===== src/rtl/lane_deskew_ctrl_if.sv =====
// rtl/lane_deskew_ctrl_if.sv - control/status bundle between the PCS AM lock lanes and the deskew controller
interface lane_deskew_ctrl_if #(
    parameter int N_LANES  = 20,
    parameter int NB_DELAY = 5
);
    logic                         i_enable;
    logic                         i_valid;
    logic [N_LANES-1:0]           i_am_lock;
    logic [N_LANES-1:0]           i_start_of_lane;
    logic [N_LANES*NB_DELAY-1:0]  o_lane_delay;
    logic                         o_deskew_done;
    logic [N_LANES-1:0]           o_resync;
    logic                         o_skew_error;

    modport master (
        output i_enable, i_valid, i_am_lock, i_start_of_lane,
        input  o_lane_delay, o_deskew_done, o_resync, o_skew_error
    );

    modport slave (
        input  i_enable, i_valid, i_am_lock, i_start_of_lane,
        output o_lane_delay, o_deskew_done, o_resync, o_skew_error
    );
endinterface


===== src/rtl/lane_deskew_ctrl.sv =====
// rtl/lane_deskew_ctrl.sv - measures inter-lane AM skew and produces per-lane deskew read delays
module lane_deskew_ctrl #(
    parameter int N_LANES  = 20,
    parameter int MAX_SKEW = 16,
    parameter int NB_DELAY = $clog2(MAX_SKEW + 1)
) (
    input  logic              i_clock,
    input  logic              i_reset,
    lane_deskew_ctrl_if.slave bus
);
    localparam logic [2:0] ST_IDLE      = 3'd0;
    localparam logic [2:0] ST_WAIT_LOCK = 3'd1;
    localparam logic [2:0] ST_MEASURE   = 3'd2;
    localparam logic [2:0] ST_ALIGNED   = 3'd3;
    localparam logic [2:0] ST_RESYNC    = 3'd4;

    localparam logic [NB_DELAY-1:0] CNT_LAST = NB_DELAY'(MAX_SKEW - 1);
    localparam logic [NB_DELAY-1:0] CNT_SAT  = NB_DELAY'(MAX_SKEW);

    logic [2:0]                           state_q, state_d;
    logic [NB_DELAY-1:0]                  cnt_q, cnt_d;
    logic [N_LANES-1:0]                   arrived_q, arrived_d;
    logic [N_LANES-1:0][NB_DELAY-1:0]     arrival_q, arrival_d;
    logic [N_LANES*NB_DELAY-1:0]          delay_q, delay_d;
    logic                                 done_q, done_d;
    logic [N_LANES-1:0]                   resync_q, resync_d;
    logic                                 skew_err_q, skew_err_d;
    logic                                 all_locked;
    logic [N_LANES-1:0]                   first_pulse;

    assign all_locked  = &bus.i_am_lock;
    assign first_pulse = bus.i_start_of_lane & ~arrived_q;

    always_comb begin
        state_d    = state_q;
        cnt_d      = cnt_q;
        arrived_d  = arrived_q;
        arrival_d  = arrival_q;
        delay_d    = delay_q;
        done_d     = done_q;
        resync_d   = '0;
        skew_err_d = 1'b0;

        if (!bus.i_enable) begin
            state_d   = ST_IDLE;
            cnt_d     = '0;
            arrived_d = '0;
            arrival_d = '0;
            delay_d   = '0;
            done_d    = 1'b0;
        end else if (bus.i_valid) begin
            case (state_q)
                ST_IDLE: state_d = ST_WAIT_LOCK;
                ST_WAIT_LOCK: begin
                    cnt_d     = '0;
                    arrived_d = '0;
                    arrival_d = '0;
                    delay_d   = '0;
                    done_d    = 1'b0;
                    if (all_locked) state_d = ST_MEASURE;
                end
                ST_MEASURE: begin
                    if (!all_locked) begin
                        state_d = ST_WAIT_LOCK;
                    end else if ((|arrived_q) || (|bus.i_start_of_lane)) begin
                        // cnt_q is the tick index relative to the first arrival
                        for (int k = 0; k < N_LANES; k++) begin
                            if (first_pulse[k]) arrival_d[k] = cnt_q;
                        end
                        arrived_d = arrived_q | bus.i_start_of_lane;
                        if (&arrived_d) begin
                            for (int k = 0; k < N_LANES; k++) begin
                                delay_d[k*NB_DELAY +: NB_DELAY] = cnt_q - arrival_d[k];
                            end
                            done_d  = 1'b1;
                            state_d = ST_ALIGNED;
                        end else if (cnt_q == CNT_LAST) begin
                            cnt_d      = CNT_SAT;
                            skew_err_d = 1'b1;
                            state_d    = ST_RESYNC;
                        end else begin
                            cnt_d = cnt_q + 1'b1;
                        end
                    end
                end
                ST_ALIGNED: begin
                    if (!all_locked) begin
                        delay_d = '0;
                        done_d  = 1'b0;
                        state_d = ST_WAIT_LOCK;
                    end
                end
                ST_RESYNC: begin
                    resync_d = '1;
                    state_d  = ST_WAIT_LOCK;
                end
                default: state_d = ST_IDLE;
            endcase
        end
    end

    always_ff @(posedge i_clock or negedge i_reset) begin
        if (!i_reset) begin
            state_q    <= ST_IDLE;
            cnt_q      <= '0;
            arrived_q  <= '0;
            arrival_q  <= '0;
            delay_q    <= '0;
            done_q     <= 1'b0;
            resync_q   <= '0;
            skew_err_q <= 1'b0;
        end else begin
            state_q    <= state_d;
            cnt_q      <= cnt_d;
            arrived_q  <= arrived_d;
            arrival_q  <= arrival_d;
            delay_q    <= delay_d;
            done_q     <= done_d;
            resync_q   <= resync_d;
            skew_err_q <= skew_err_d;
        end
    end

    assign bus.o_lane_delay  = delay_q;
    assign bus.o_deskew_done = done_q;
    assign bus.o_resync      = resync_q;
    assign bus.o_skew_error  = skew_err_q;
endmodule


===== src/flat_wrapper.sv =====
// flat-port wrapper written by rule: the top's interface ports become plain ports
module lane_deskew_ctrl_flat 
#(
    parameter int N_LANES  = 20,
    parameter int MAX_SKEW = 16,
    parameter int NB_DELAY = $clog2(MAX_SKEW + 1)
)
  (i_clock, i_reset, bus_i_enable, bus_i_valid, bus_i_am_lock, bus_i_start_of_lane, bus_o_lane_delay, bus_o_deskew_done, bus_o_resync, bus_o_skew_error);
  lane_deskew_ctrl_if #(.N_LANES(N_LANES), .NB_DELAY(NB_DELAY)) bus_i ();
  input  logic i_clock;
  input  logic i_reset;
  input wire logic [$bits(bus_i.i_enable)-1:0] bus_i_enable;
  input wire logic [$bits(bus_i.i_valid)-1:0] bus_i_valid;
  input wire logic [$bits(bus_i.i_am_lock)-1:0] bus_i_am_lock;
  input wire logic [$bits(bus_i.i_start_of_lane)-1:0] bus_i_start_of_lane;
  output wire logic [$bits(bus_i.o_lane_delay)-1:0] bus_o_lane_delay;
  output wire logic [$bits(bus_i.o_deskew_done)-1:0] bus_o_deskew_done;
  output wire logic [$bits(bus_i.o_resync)-1:0] bus_o_resync;
  output wire logic [$bits(bus_i.o_skew_error)-1:0] bus_o_skew_error;
  assign bus_i.i_enable = bus_i_enable;
  assign bus_i.i_valid = bus_i_valid;
  assign bus_i.i_am_lock = bus_i_am_lock;
  assign bus_i.i_start_of_lane = bus_i_start_of_lane;
  assign bus_o_lane_delay = bus_i.o_lane_delay;
  assign bus_o_deskew_done = bus_i.o_deskew_done;
  assign bus_o_resync = bus_i.o_resync;
  assign bus_o_skew_error = bus_i.o_skew_error;
  lane_deskew_ctrl #(.N_LANES(N_LANES), .MAX_SKEW(MAX_SKEW), .NB_DELAY(NB_DELAY)) u_core (.i_clock(i_clock), .i_reset(i_reset), .bus(bus_i));
endmodule

===== config.mk =====
export PLATFORM = sky130hd
export DESIGN_NAME = lane_deskew_ctrl_flat
export DESIGN_NICKNAME = d
export VERILOG_FILES = /design/src/rtl/lane_deskew_ctrl_if.sv /design/src/rtl/lane_deskew_ctrl.sv /design/src/flat_wrapper.sv
export SDC_FILE = /design/constraint.sdc
export NUM_CORES = 1
export LEC_CHECK = 0
export BUFFER_PORTS_ARGS = -buffer_cell sky130_fd_sc_hd__buf_2
export CAP_MARGIN = 15
export CORE_MARGIN = 1.5
export CORE_UTILIZATION = 38
export CTS_CLUSTER_SIZE = 20
export DETAILED_ROUTE_END_ITERATION = 8
export PLACE_DENSITY = 0.66
export SLEW_MARGIN = 20
export SYNTH_ARGS = -nofsm -noshare
export SYNTH_HDL_FRONTEND = slang
export SYNTH_SLANG_ARGS = --single-unit

===== constraint.sdc =====
create_clock -name i_clock -period 4.7 [get_ports i_clock]
set_clock_uncertainty 0.1 [all_clocks]
set_input_delay 0.94 -clock i_clock [delete_from_list [all_inputs] [get_ports i_clock]]
set_output_delay 0.94 -clock i_clock [all_outputs]
set_load 0.03 [all_outputs]

# Word level (Yosys, flattened, before mapping)

Cells that the tools add are included.

Add/subtract/negate cells: 21
Equality and inequality tests: 16
Multiplexer cells: 170
Bitwise gates (word level): 3
Reduce and logical (&&, ||, !) cells: 11

Operators by type and width:

| operator                                              | count |
|---|---|
| two-way mux 100 bit                                   | 10 |
| two-way mux 5 bit                                     | 126 |
| case mux 100 bit (3 select lines)                     | 1 |
| case mux 100 bit (2 select lines)                     | 1 |
| two-way mux 20 bit                                    | 7 |
| subtractor 5 bit                                      | 20 |
| case mux 20 bit (2 select lines)                      | 1 |
| AND reduction 20 bit                                  | 2 |
| OR reduction 20 bit                                   | 2 |
| two-way mux 3 bit                                     | 8 |
| AND 20 bit                                            | 1 |
| inverter 20 bit                                       | 1 |
| OR 20 bit                                             | 1 |
| two-way mux 1 bit                                     | 13 |
| inequality test 3 x 2 -> 1 bit, second input constant | 4 |
| case mux 3 bit (4 select lines)                       | 1 |
| case mux 5 bit (2 select lines)                       | 1 |
| AND reduction 5 bit                                   | 2 |
| == test 3 x 2 -> 1 bit, second input constant         | 2 |
| inequality test 3 bit, second input constant          | 2 |
| AND reduction 6 bit                                   | 1 |
| adder 5 x 1 -> 5 bit, second input constant           | 1 |
| == test 5 x 4 -> 1 bit, second input constant         | 1 |
| inequality test 5 bit, second input constant          | 1 |
| 11 further kinds                                      | 11 |

Register bits: 250
Output and inout bits: 122
Word-level logic and storage cells: 248

# Longest topological paths before layout

Gate-level depths: netlist of the first run.

Depth after elaboration: 15
Gate-level depth with buffers: 11
Depth with buffers taken out: 10

# Worst setup path before layout of the first run

No wires, ideal clock.

Path kind: register to register
From: register u_core.cnt_q[1]
To: register u_core.delay_q[59] (netlist: u_core.bus.o_lane_delay[59])
Setup time: 0.078 ns
Arrival time: 3.219 ns
Required time: 4.522 ns
Slack: 1.304 ns
Cell stages (with the launch flop): 12
Period minus slack after synthesis: 3.396 ns
Cell sequence: dfrtp_1 -> inv_1 -> clkbuf_1 -> nor2_1 -> a21oi_1 -> inv_1 -> fa_1 -> inv_1 -> a21o_1 -> a21oi_1 -> xor2_1 -> o2bb2ai_1

Longest elaborated chain between the ends: 13

Ends and longest elaborated chain:

| item                                  | RTL line                | source |
|---|---|---|
| start, declared                       | lane_deskew_ctrl.sv:21  | `logic [NB_DELAY-1:0] cnt_q, cnt_d;` |
| start signal, assigned                | lane_deskew_ctrl.sv:114 | `cnt_q <= cnt_d;` |
| two-way mux 5 bit                     | lane_deskew_ctrl.sv:68  | `if (first_pulse[k]) arrival_d[k] = cnt_q;` |
| two-way mux 5 bit                     | lane_deskew_ctrl.sv:65  | `end else if ((\|arrived_q) \|\| (\|bus.i_start_of_lane)) begin` |
| two-way mux 5 bit                     | lane_deskew_ctrl.sv:63  | `if (!all_locked) begin` |
| two-way mux 5 bit                     | lane_deskew_ctrl.sv:52  | `case (state_q)` |
| two-way mux 5 bit                     | lane_deskew_ctrl.sv:51  | `end else if (bus.i_valid) begin` |
| two-way mux 5 bit                     | lane_deskew_ctrl.sv:44  | `if (!bus.i_enable) begin` |
| subtractor 5 bit (*)                  | lane_deskew_ctrl.sv:73  | `delay_d[k*NB_DELAY +: NB_DELAY] = cnt_q - arrival_d[k];` |
| two-way mux 100 bit (*)               | lane_deskew_ctrl.sv:71  | `if (&arrived_d) begin` |
| two-way mux 100 bit (*)               | lane_deskew_ctrl.sv:65  |  |
| two-way mux 100 bit (*)               | lane_deskew_ctrl.sv:63  |  |
| case mux 100 bit (3 select lines) (*) | lane_deskew_ctrl.sv:52  |  |
| two-way mux 100 bit (*)               | lane_deskew_ctrl.sv:51  |  |
| two-way mux 100 bit (*)               | lane_deskew_ctrl.sv:44  |  |
| end signal, assigned                  | lane_deskew_ctrl.sv:117 | `delay_q <= delay_d;` |
| end, declared                         | lane_deskew_ctrl.sv:24  | `logic [N_LANES*NB_DELAY-1:0] delay_q, delay_d;` |

Mark *: on every way between the ends. The rest lies on a longest branch, timed or not. The select of a mux whose other input is x is not followed.
A chain may end at the register's enable or synchronous reset.

# Worst setup path after layout of the first run

From: input bus_i_start_of_lane[5]
To: register u_core.arrival_q[0] in the netlist's numbering

Longest elaborated chain between the ends: 4

Ends and longest elaborated chain:

| item                                     | RTL line                | source |
|---|---|---|
| start, declared                          | flat_wrapper.sv:15      | `input wire logic [$bits(bus_i.i_start_of_lane)-1:0] bus_i_start_of_lane;` |
| OR reduction 20 bit                      | lane_deskew_ctrl.sv:65  |  |
| logical OR 1 bit                         | lane_deskew_ctrl.sv:65  |  |
| inequality test 3 x 2 -> 1 bit (no line) | --                      |  |
| AND reduction 4 bit (no line)            | --                      |  |
| end signal, assigned                     | lane_deskew_ctrl.sv:116 | `arrival_q <= arrival_d;` |
| end, declared                            | lane_deskew_ctrl.sv:23  | `logic [N_LANES-1:0][NB_DELAY-1:0] arrival_q, arrival_d;` |

No other way between the ends.

==> out/metrics.cfg, run 1 <==
[synthesis]
syn_area_per_cell_um2 = 9.964
synthArstFlopShare_pct = 100.0
synth_edf_count = 0
yosysSeqAreaShare_pct = 43.10
synth_seq_cells = 231
yosysUniqueCellTypes = 48
netlist_instances = 1346
synth_top_flop_cell = dfrtp_1
syn_area_um2 = 13410
ys.warnings.count = 0
synth_nets = 1492

[grt]
grt_overflow = 0
grt_pass1_wl_um = 58150
grt_use_total_pct = 19.93
antenna_found_initial = 3
grt_max_degree = 108
grt_pass1_vias = 10460

[finish]
layout.cells.non_filler = 1914
area_growth_pct = 12.94
layout_common_cells = dfrtp_1, buf_2, o21ai_0
finalNetCount = 1584
layout-drive-gt1-share_pct = 16.77
final_common_cell = dfrtp_1
fillers = 3287

[outcome]
status = completed

[power]
vdd_drop_max_mv = 0.2842
p_leak_nw = 7.108
report.power.total_mw = 4.555
powerDensity_nw_per_um2 = 300.7

[worst_setup_path]
reg2regPathDepth = 10
r2r-end = u_core.bus.o_lane_delay[49]
crit_type = in -> reg
r2r_start = u_core.cnt_q[0]
r2r_slack_ps = 1700
start_kind = input pin
cp_max_fo = 53
end_kind = flop
arrival_ps = 3310
crit_required_ps = 4970

[clocking]
post_cts_resized = 0
cts_buffer_depth = 3
cts_root_buffer = clkbuf_16
cts.sinks = 231
hold_buffers = 0
clk_pin_slew_worst_paths_ps = 60
numCtsBuffers = 25
cts_tree = yes
htree_levels = 1
cts_setup_buffers = 0
clkLatencyLatePin_ps = 520

[sta]
fin_ws_ps = 1664
finalMaxSlewViolations = 0
relSlewSlack_pct = 38.92
worst_slew_pin_slew_ps = 916.2
min_period_ps = 3036
hold_viol_final = 0
fin_tns_setup_ps = 0
fmax_mhz = 329.3
period_share_pct = 64.60
hold_slack_ps = 347.8
setup_violations = 0
rsz0062_at_grt = false

[hold_path]
hold_class = in -> async

[die]
die_h_um = 190.9
die_area_um2 = 36430
core-area_um2 = 34630
num_rows = 68
ios = 166
fp.dieW_um = 190.9
start_util_pct = 38.73

[run]
cap_viol_max_count = 0

[placement]
dp_hpwl_um = 24280
post-place-cells = 1866
io_buffers = 165
post-place-ws_ps = 1205
gp_congestion = 0.8832

[route]
first_iter_violations = 755
drt.antenna.violating_nets = 0
vias = 10590
viasPerCell = 5.532
wl_per_cell_um = 19.14
drc = 0
dr.pass1.iters = 5
detail_route.wirelength_um = 36630

registers in the layout (all words and copies together), names as in the netlist:
| register | count |
|---|---|
| u_core.bus.o_lane_delay | 100 |
| u_core.arrival_q | 100 |
| u_core.arrived_q | 20 |
| u_core.bus.o_resync | 1 |
| u_core.cnt_q | 5 |
| u_core.state_q | 3 |
| u_core.bus.o_skew_error | 1 |
| u_core.bus.o_deskew_done | 1 |
per-layer routing:
| layer | wire, µm | part of all wire [%] | GRT usage, % |
|---|---|---|---|
| met1 | 16580 | 45 | 28.19 |
| met2 | 16660 | 45 | 31.22 |
| met3 | 2685 | 7.3 | 3.773 |
| met4 | 700 | 1.9 | 5.088 |
| met5 | 0 | 0 | 0 |
layout make-up:
| cell class | instances | area (µm²) | share of cell area, % |
|---|---|---|---|
| antenna | 4 | 10.01 | 0.06608 |
| clock buffer | 35 | 713.2 | 4.708 |
| clock inverter | 9 | 95.09 | 0.6278 |
| inverter | 64 | 240.2 | 1.586 |
| multi-input combinational | 926 | 6689 | 44.16 |
| sequential | 231 | 5782 | 38.17 |
| tap | 455 | 569.3 | 3.758 |
| timing repair buffer | 190 | 1049 | 6.922 |
cells by family (layout without fill, tap and decap cells):
logic type | after synthesis | after routing | share of synthesized area (%)
AO/OA/AOI/OAI | 477 | 477 | 23.12
XOR/XNOR | 80 | 80 | 5.224
adder cells (fa/ha/maj) | 102 | 102 | 10.64
buffers and inverters | 189 | 298 | 7.212
flip-flops | 231 | 231 | 43.10
multiplexers | 41 | 41 | 3.069
other | 0 | 4 | 0
AND/OR/NAND/NOR | 226 | 226 | 7.641
synthesized netlist by cell type, types with 3 or more instances:
cell / number / area (µm²)
dfrtp_1: 231 / 5781
o21ai_0: 150 / 750.7
nand2_1: 109 / 409.1
o2bb2ai_1: 101 / 884.6
ha_1: 82 / 1026
xor2_1: 79 / 691.9
clkbuf_1: 69 / 259.0
a21oi_1: 64 / 320.3
inv_1: 64 / 240.2
o31ai_1: 61 / 457.9
nor2_1: 46 / 172.7
a21o_1: 40 / 300.3
mux2i_1: 40 / 400.4
nand2b_1: 23 / 143.9
a31oi_1: 22 / 137.6
buf_6: 22 / 247.7
buf_4: 21 / 157.7
fa_1: 20 / 400.4
o21ai_1: 18 / 90.09
nor4_1: 13 / 81.33
buf_2: 10 / 50.05
o22ai_1: 10 / 62.56
nand4_1: 8 / 50.05
nand3_1: 6 / 30.03
a22o_1: 3 / 26.28
nor2b_1: 3 / 18.77
nor3_1: 3 / 15.01
worst max path at each step:
stage | start | to | slack (ps) | depth (start not counted)
floorplan | u_core.cnt_q[1] | u_core.bus.o_lane_delay[59] | 1300 | 11
global placement | bus_i_start_of_lane[5] | u_core.arrival_q[0] | 1260 | 9
detailed placement | bus_i_start_of_lane[5] | u_core.arrival_q[0] | 1210 | 9
CTS | u_core.cnt_q[0] | u_core.bus.o_lane_delay[49] | 1680 | 10
global route | bus_i_start_of_lane[5] | u_core.arrival_q[65] | 1450 | 9
finish | bus_i_start_of_lane[5] | u_core.arrival_q[0] | 1660 | 9
critical path: stages:
cell and delay (ps):
buf_2 130, nor4_1 330, nand4_1 200, nor3_2 460, o21ai_2 140, buf_4 260, nand2_2 90, buf_4 530
o21ai_0 180
through the flow:
stage               util, %  area [µm²]
floorplan                 -       13410
finish                43.74       15150
CTS                   43.71       15140
detailed placement    41.38       14330
global route          43.73       15140
global placement      41.38       14330
where the power goes:
part | internal, mW | switching, mW
combinational | 0.121 | 0.390
clock | 1.16 | 0.823
sequential | 2.02 | 0.0387
total | 3.30 | 1.25
Power figures use the tool's default switching activity.
==> inputs of run 2 (changes only) <==
Settings changed: ABC_AREA set to 1, PLACE_DENSITY 0.66 to 0.68.
Clock period 4.7 ns to 2.4 ns, I/O delays scaled along.
==> run 2 against run 1 <==
  * Critical endpoint is now u_core.bus.o_lane_delay[99]
  * Highest routed layer unchanged
  * Area after synthesis up 8.0%
  * Critical path depth up 4
  * Hold slack worse by 250 ps
  * Cell count up 42%
  * Largest power group is now combinational logic
==> out/metrics.cfg, run 2 <==
[clocking]
cts.sinks = 231
cts_root_buffer = clkbuf_16
clkLatencyLatePin_ps = 560
cts_tree = yes
htree_levels = 1
cts_buffer_depth = 3
clk_pin_slew_worst_paths_ps = 60
numCtsBuffers = 27

[synthesis]
synth_top_area_share_pct = 39.91
yosysSeqAreaShare_pct = 39.91
netlist_instances = 1938
syn_area_um2 = 14490
synth_edf_count = 0
synth_commonest_cells = nand2_1, dfrtp_1, nor2_1, nand3_1, inv_1
synth_top_flop_cell = dfrtp_1
yosysMostFrequentCell = nand2_1
ys_top_cells_by_area = dfrtp_1, nand2_1, ha_1, nor2_1, nand3_1
ys.warnings.count = 0
syn_area_per_cell_um2 = 7.474
synth_nets = 2084
yosys.area.top_type = dfrtp_1
synth_seq_cells = 231
yosysUniqueCellTypes = 31
synthArstFlopShare_pct = 100.0

[finish]
fillers = 3644
multiInputGateArea_um2 = 7885
layout.cells.non_filler = 2725
area_growth_pct = 25.32
layout_common_cells = nand2_1, dfrtp_1, nor2_1
seq_area_um2 = 5787
layout-drive-gt1-share_pct = 21.74
final_common_cell = nand2_1
design_area_um2 = 18150
finalNetCount = 2341
post-route-util_pct = 48.31

[route]
dr.max_layer_used = met4
viasPerCell = 5.045
routed-wl-met3_um = 2512
wl_per_cell_um = 15.50
first_iter_violations = 944
drc = 0
met2_wirelength_um = 20020
dr.pass1.iters = 6
vias = 13750
detail_route.wirelength_um = 42250
drt.antenna.violating_nets = 0
met1_length_um = 18980

[die]
num_rows = 71
die_area_um2 = 39300
core-area_um2 = 37580
fp.dieW_um = 198.2
start_util_pct = 38.55
die_h_um = 198.2
ios = 166

[power]
vdd_drop_max_mv = 0.5051
sw_frac_of_total_pct = 36.53
internal_power_mw = 8.349
pwr-share-comb_pct = 34.6
powerDensity_nw_per_um2 = 724.7
power_frac_clock_pct = 32.9
seqPwrFrac_pct = 32.5
p_leak_nw = 9.356
report.power.total_mw = 13.15
p_switching_mw = 4.805

[sta]
min_period_ps = 2368
fin_ws_ps = 32.49
fmax_mhz = 422.4
relSlewSlack_pct = 60.38
rsz0062_at_grt = true
fin_tns_setup_ps = 0
finalMaxSlewViolations = 0
hold_slack_ps = 93.55
worst_slew_pin_slew_ps = 594.3
setup_violations = 0
hold_viol_final = 0
period_share_pct = 98.65

[worst_setup_path]
arrival_ps = 2690
crit_chain = clkinv_4 > buf_12 > a21oi_4 > ha_2 > inv_2 > fa_2 > a21oi_2 > nor2_1 > nor2_1 > xor2_1 > nor2_1 > nand2_1 > o21ai_1
cp_slowest_stage_delay_ps = 400
cp_top_family = adder cells
crit_top_cell = nor2_1
cp_max_fo = 6
crit_type = reg -> reg
end_kind = flop
slowest_stage = dfrtp_1
start_kind = flop
crit_required_ps = 2720
critPathBufInv = 3

[run]
cap_viol_max_count = 0

[grt]
grt_use_total_pct = 21.53
antenna_found_initial = 1
grt_pass1_wl_um = 67810
grt_pass1_vias = 13480
grt_max_degree = 81
grt_overflow = 0

[placement]
post-place-ws_ps = -260.3
dp_hpwl_um = 28610
post-place-cells = 2663
io_buffers = 165
gp_congestion = 0.8700
place_area_um2 = 16810

[hold_path]
hold_class = in -> reg

[outcome]
status = completed

## run 2: changes by cell type after synthesis, sizes merged, moves of 40 or more
| cell | before | now |
|---|---|---|
| a21o | 40 | 0 |
| inv | 64 | 125 |
| mux2i | 40 | 0 |
| nand2 | 110 | 652 |
| nand3 | 6 | 151 |
| nor2 | 48 | 209 |
| o21a | 2 | 51 |
| o2bb2ai | 101 | 0 |
| o31ai | 61 | 0 |
| xnor2 | 1 | 48 |
| xor2 | 79 | 13 |
## run 2: power groups by stage
stage	clock (mW)	sequential [mW]	combinational (mW)
6_report	4.33	4.28	4.55
3_5_place_dp	0	4.33	4.35
2_1_floorplan	0	4.55	2.65
3_3_place_gp	0	4.32	4.28
5_1_grt	4.57	4.30	4.99
4_1_cts	4.41	4.27	4.38
## run 2: routing by layer
layer	global-route usage, %	up-vias
met4	5.711	0
met2	36.53	373
met3	3.338	49
met1	28.50	6605
met5	0	-
li1	-	6721
## run 2: final timing paths
path                            startpoint                           to  slack [ps]  cells past startpoint
hold reg to reg            u_core.cnt_q[4]              u_core.cnt_q[4]         380                      2
setup reg to reg           u_core.cnt_q[0]  u_core.bus.o_lane_delay[99]          30                     13
max in group asynchronous          i_reset          u_core.arrived_q[4]        1080                      3
hold / removal                 bus_i_valid      u_core.bus.o_skew_error          90                      3
setup / recovery           u_core.cnt_q[0]  u_core.bus.o_lane_delay[99]          30                     13
min in group asynchronous          i_reset  u_core.bus.o_lane_delay[70]         380                      2
## run 2: worst reg2reg max path: cells and delay by family, from the launching register on
kind,cells,cell delay [ps]
AO/OA/AOI/OAI,3,380
XOR/XNOR,1,160
adder cells (fa/ha/maj),2,540
buffers and inverters,3,350
flip-flops,1,400
AND/OR/NAND/NOR,4,300
## run 2: timing repair
action,4_1_cts,5_1_grt
resized for setup,11,107
endpoints found under the setup margin,10,48
endpoints found under the hold margin,54,0
pin swaps,1,27
hold buffers,1,0
cloned,0,2
buffers inserted,0,11
## run 2: kinds of logic (layout without fill, tap and decap cells)
group                      Yosys count  in the layout  share of synthesized area (%)
other                                0              1                              0
AOI/OAI and AO/OA                  276            276                          10.57
and+or+nand+nor                   1028           1028                          28.38
DFF                                231            231                          39.91
adders and majority gates          102            102                          9.847
buffers and inverters              240            515                          7.610
xor gates and xnor gates            61             61                          3.688
## run 2: layout make-up
| cell class | count | area share, % |
|---|---|---|
| Multi-Input combinational cell | 1467 | 43.44 |
| Sequential cell | 231 | 31.88 |
| Timing Repair Buffer | 342 | 13.40 |
| Clock buffer | 37 | 4.205 |
| Tap cell | 511 | 3.522 |
| Inverter | 126 | 2.667 |
| Clock inverter | 10 | 0.8754 |
| Antenna cell | 1 | 0.01379 |
==> inputs of run 3 (changes only) <==
Settings changed: RECOVER_POWER set to 25.
==> run 3 against run 2 <==
  * Cell count did not move
  * Utilization fell by 0.10 points
  * Sequential power barely moved
  * First-iteration DRC count fell by 1.1%
  * Highest routed layer unchanged
  * Worst setup slack improved by 1.4 ps
  * Wire length rose by 0.24%
  * Combinational power barely moved
  * Critical path type unchanged
  * Register-to-register slack barely moved
==> out/metrics.cfg, run 3 (same netlist as run 2, synthesis figures left out) <==
[route]
vias = 13680
drt.antenna.violating_nets = 0
wl_per_cell_um = 15.54
viasPerCell = 5.018
drc = 0
dr.pass1.iters = 8
first_iter_violations = 934
detail_route.wirelength_um = 42350

[sta]
finalMaxSlewViolations = 0
relSlewSlack_pct = 34.78
hold_viol_final = 0
fmax_mhz = 422.6
min_period_ps = 2366
period_share_pct = 98.59
setup_violations = 0
worst_slew_pin_slew_ps = 978.3
rsz0062_at_grt = true
fin_ws_ps = 33.94
fin_tns_setup_ps = 0

[worst_setup_path]
start_kind = flop
arrival_ps = 2690
end_kind = flop
crit_required_ps = 2730
cp_max_fo = 6
reg2regPathDepth = 13
crit_type = reg -> reg

[power]
report.power.total_mw = 13.15
vdd_drop_max_mv = 0.5092
powerDensity_nw_per_um2 = 726.2
p_leak_nw = 9.338

[die]
num_rows = 71
fp.dieW_um = 198.2
die_h_um = 198.2
start_util_pct = 38.55
core-area_um2 = 37580
ios = 166
die_area_um2 = 39300

[run]
cap_viol_max_count = 0

[placement]
post-place-ws_ps = -260.3
gp_congestion = 0.8700
dp_hpwl_um = 28610
io_buffers = 165
post-place-cells = 2663

[finish]
final_common_cell = nand2_1
layout-drive-gt1-share_pct = 21.64
layout_common_cells = nand2_1, dfrtp_1, nor2_1
area_growth_pct = 25.06
layout.cells.non_filler = 2725
finalNetCount = 2341

[hold_path]
hold_class = in -> reg
whs_path_depth = 3

[clocking]
cts_root_buffer = clkbuf_16
cts_tree = yes
htree_levels = 1
cts.sinks = 231
clkLatencyLatePin_ps = 560
clk_pin_slew_worst_paths_ps = 60
cts_buffer_depth = 3
numCtsBuffers = 27

[grt]
grt_max_degree = 81
grt_util_met1_pct = 28.50
grt_pass1_vias = 13480
antenna_found_initial = 1
grtUsageMet2_pct = 36.53
busiest_layer = met2
grt_use_total_pct = 21.53
grt_overflow = 0
grt_pass1_wl_um = 67810
met3_usage_pct = 3.338

[outcome]
status = completed

==> run 3: layout make-up <==
cell class	count	area [µm²]
antenna	1	2.502
fill	3647	19460
multi-input combinational	1467	7885
sequential	231	5787
timing repair buffer	342	2395
inverter	126	484.2
tap	511	639.4
clock buffer	37	763.2
clock inverter	10	158.9
==> run 3: critical path, cell delays in order (launching register included) <==
cell	delay (ps)
dfrtp_1	400
clkinv_4	130
buf_12	170
a21oi_4	160
ha_2	190
inv_2	50
fa_2	350
a21oi_2	150
nor2_1	50
nor2_1	130
xor2_1	160
nor2_1	50
nand2_1	70
o21ai_1	60
==> run 3: layer usage <==
metal  vias up  wire [µm]  part of all wire (%)
met2       367      20080                    47
met1      6536      18970                    45
met3        53       2502                   5.9
li1       6719          -                     -
met4         0        792                   1.9
met5         -          0                     0
==> run 3: repair_timing <==
item                                    4_1_cts  5_1_grt
hold buffers                                  1        0
hold endpoints to repair                     54        0
buffers inserted                              0       11
pin swaps                                     1       27
resized for setup                            11      107
endpoints found under the setup margin       10       48
gates cloned                                  0        2
==> run 3: through the flow <==
stage                     area, µm²  utilization [%]  hold WS, ps
final                         18110            48.21        92.22
after global routing          18110            48.20        87.95
after CTS                     17780            47.32        86.82
after detailed placement      16810            44.74        365.7
after global placement        16810            44.74        358.4
after floorplan               14530                -        84.41
==> run 3: final timing paths <==
check | start | end | slack (ps)
worst max-delay path | u_core.cnt_q[0] | u_core.bus.o_lane_delay[99] | 30
worst min-delay path | bus_i_valid | u_core.bus.o_skew_error | 90
worst max register to register | u_core.cnt_q[0] | u_core.bus.o_lane_delay[99] | 30
worst min register to register | u_core.cnt_q[4] | u_core.cnt_q[4] | 380
max in group asynchronous | i_reset | u_core.arrival_q[79] | 460
min in group asynchronous | i_reset | u_core.bus.o_lane_delay[70] | 370
==> run 3: power by group <==
group	switching (mW)	internal, mW	leakage, nW
sequential	0.161	4.11	3.21
clock	1.70	2.64	0.448
combinational	2.95	1.59	5.68
total	4.81	8.34	9.34
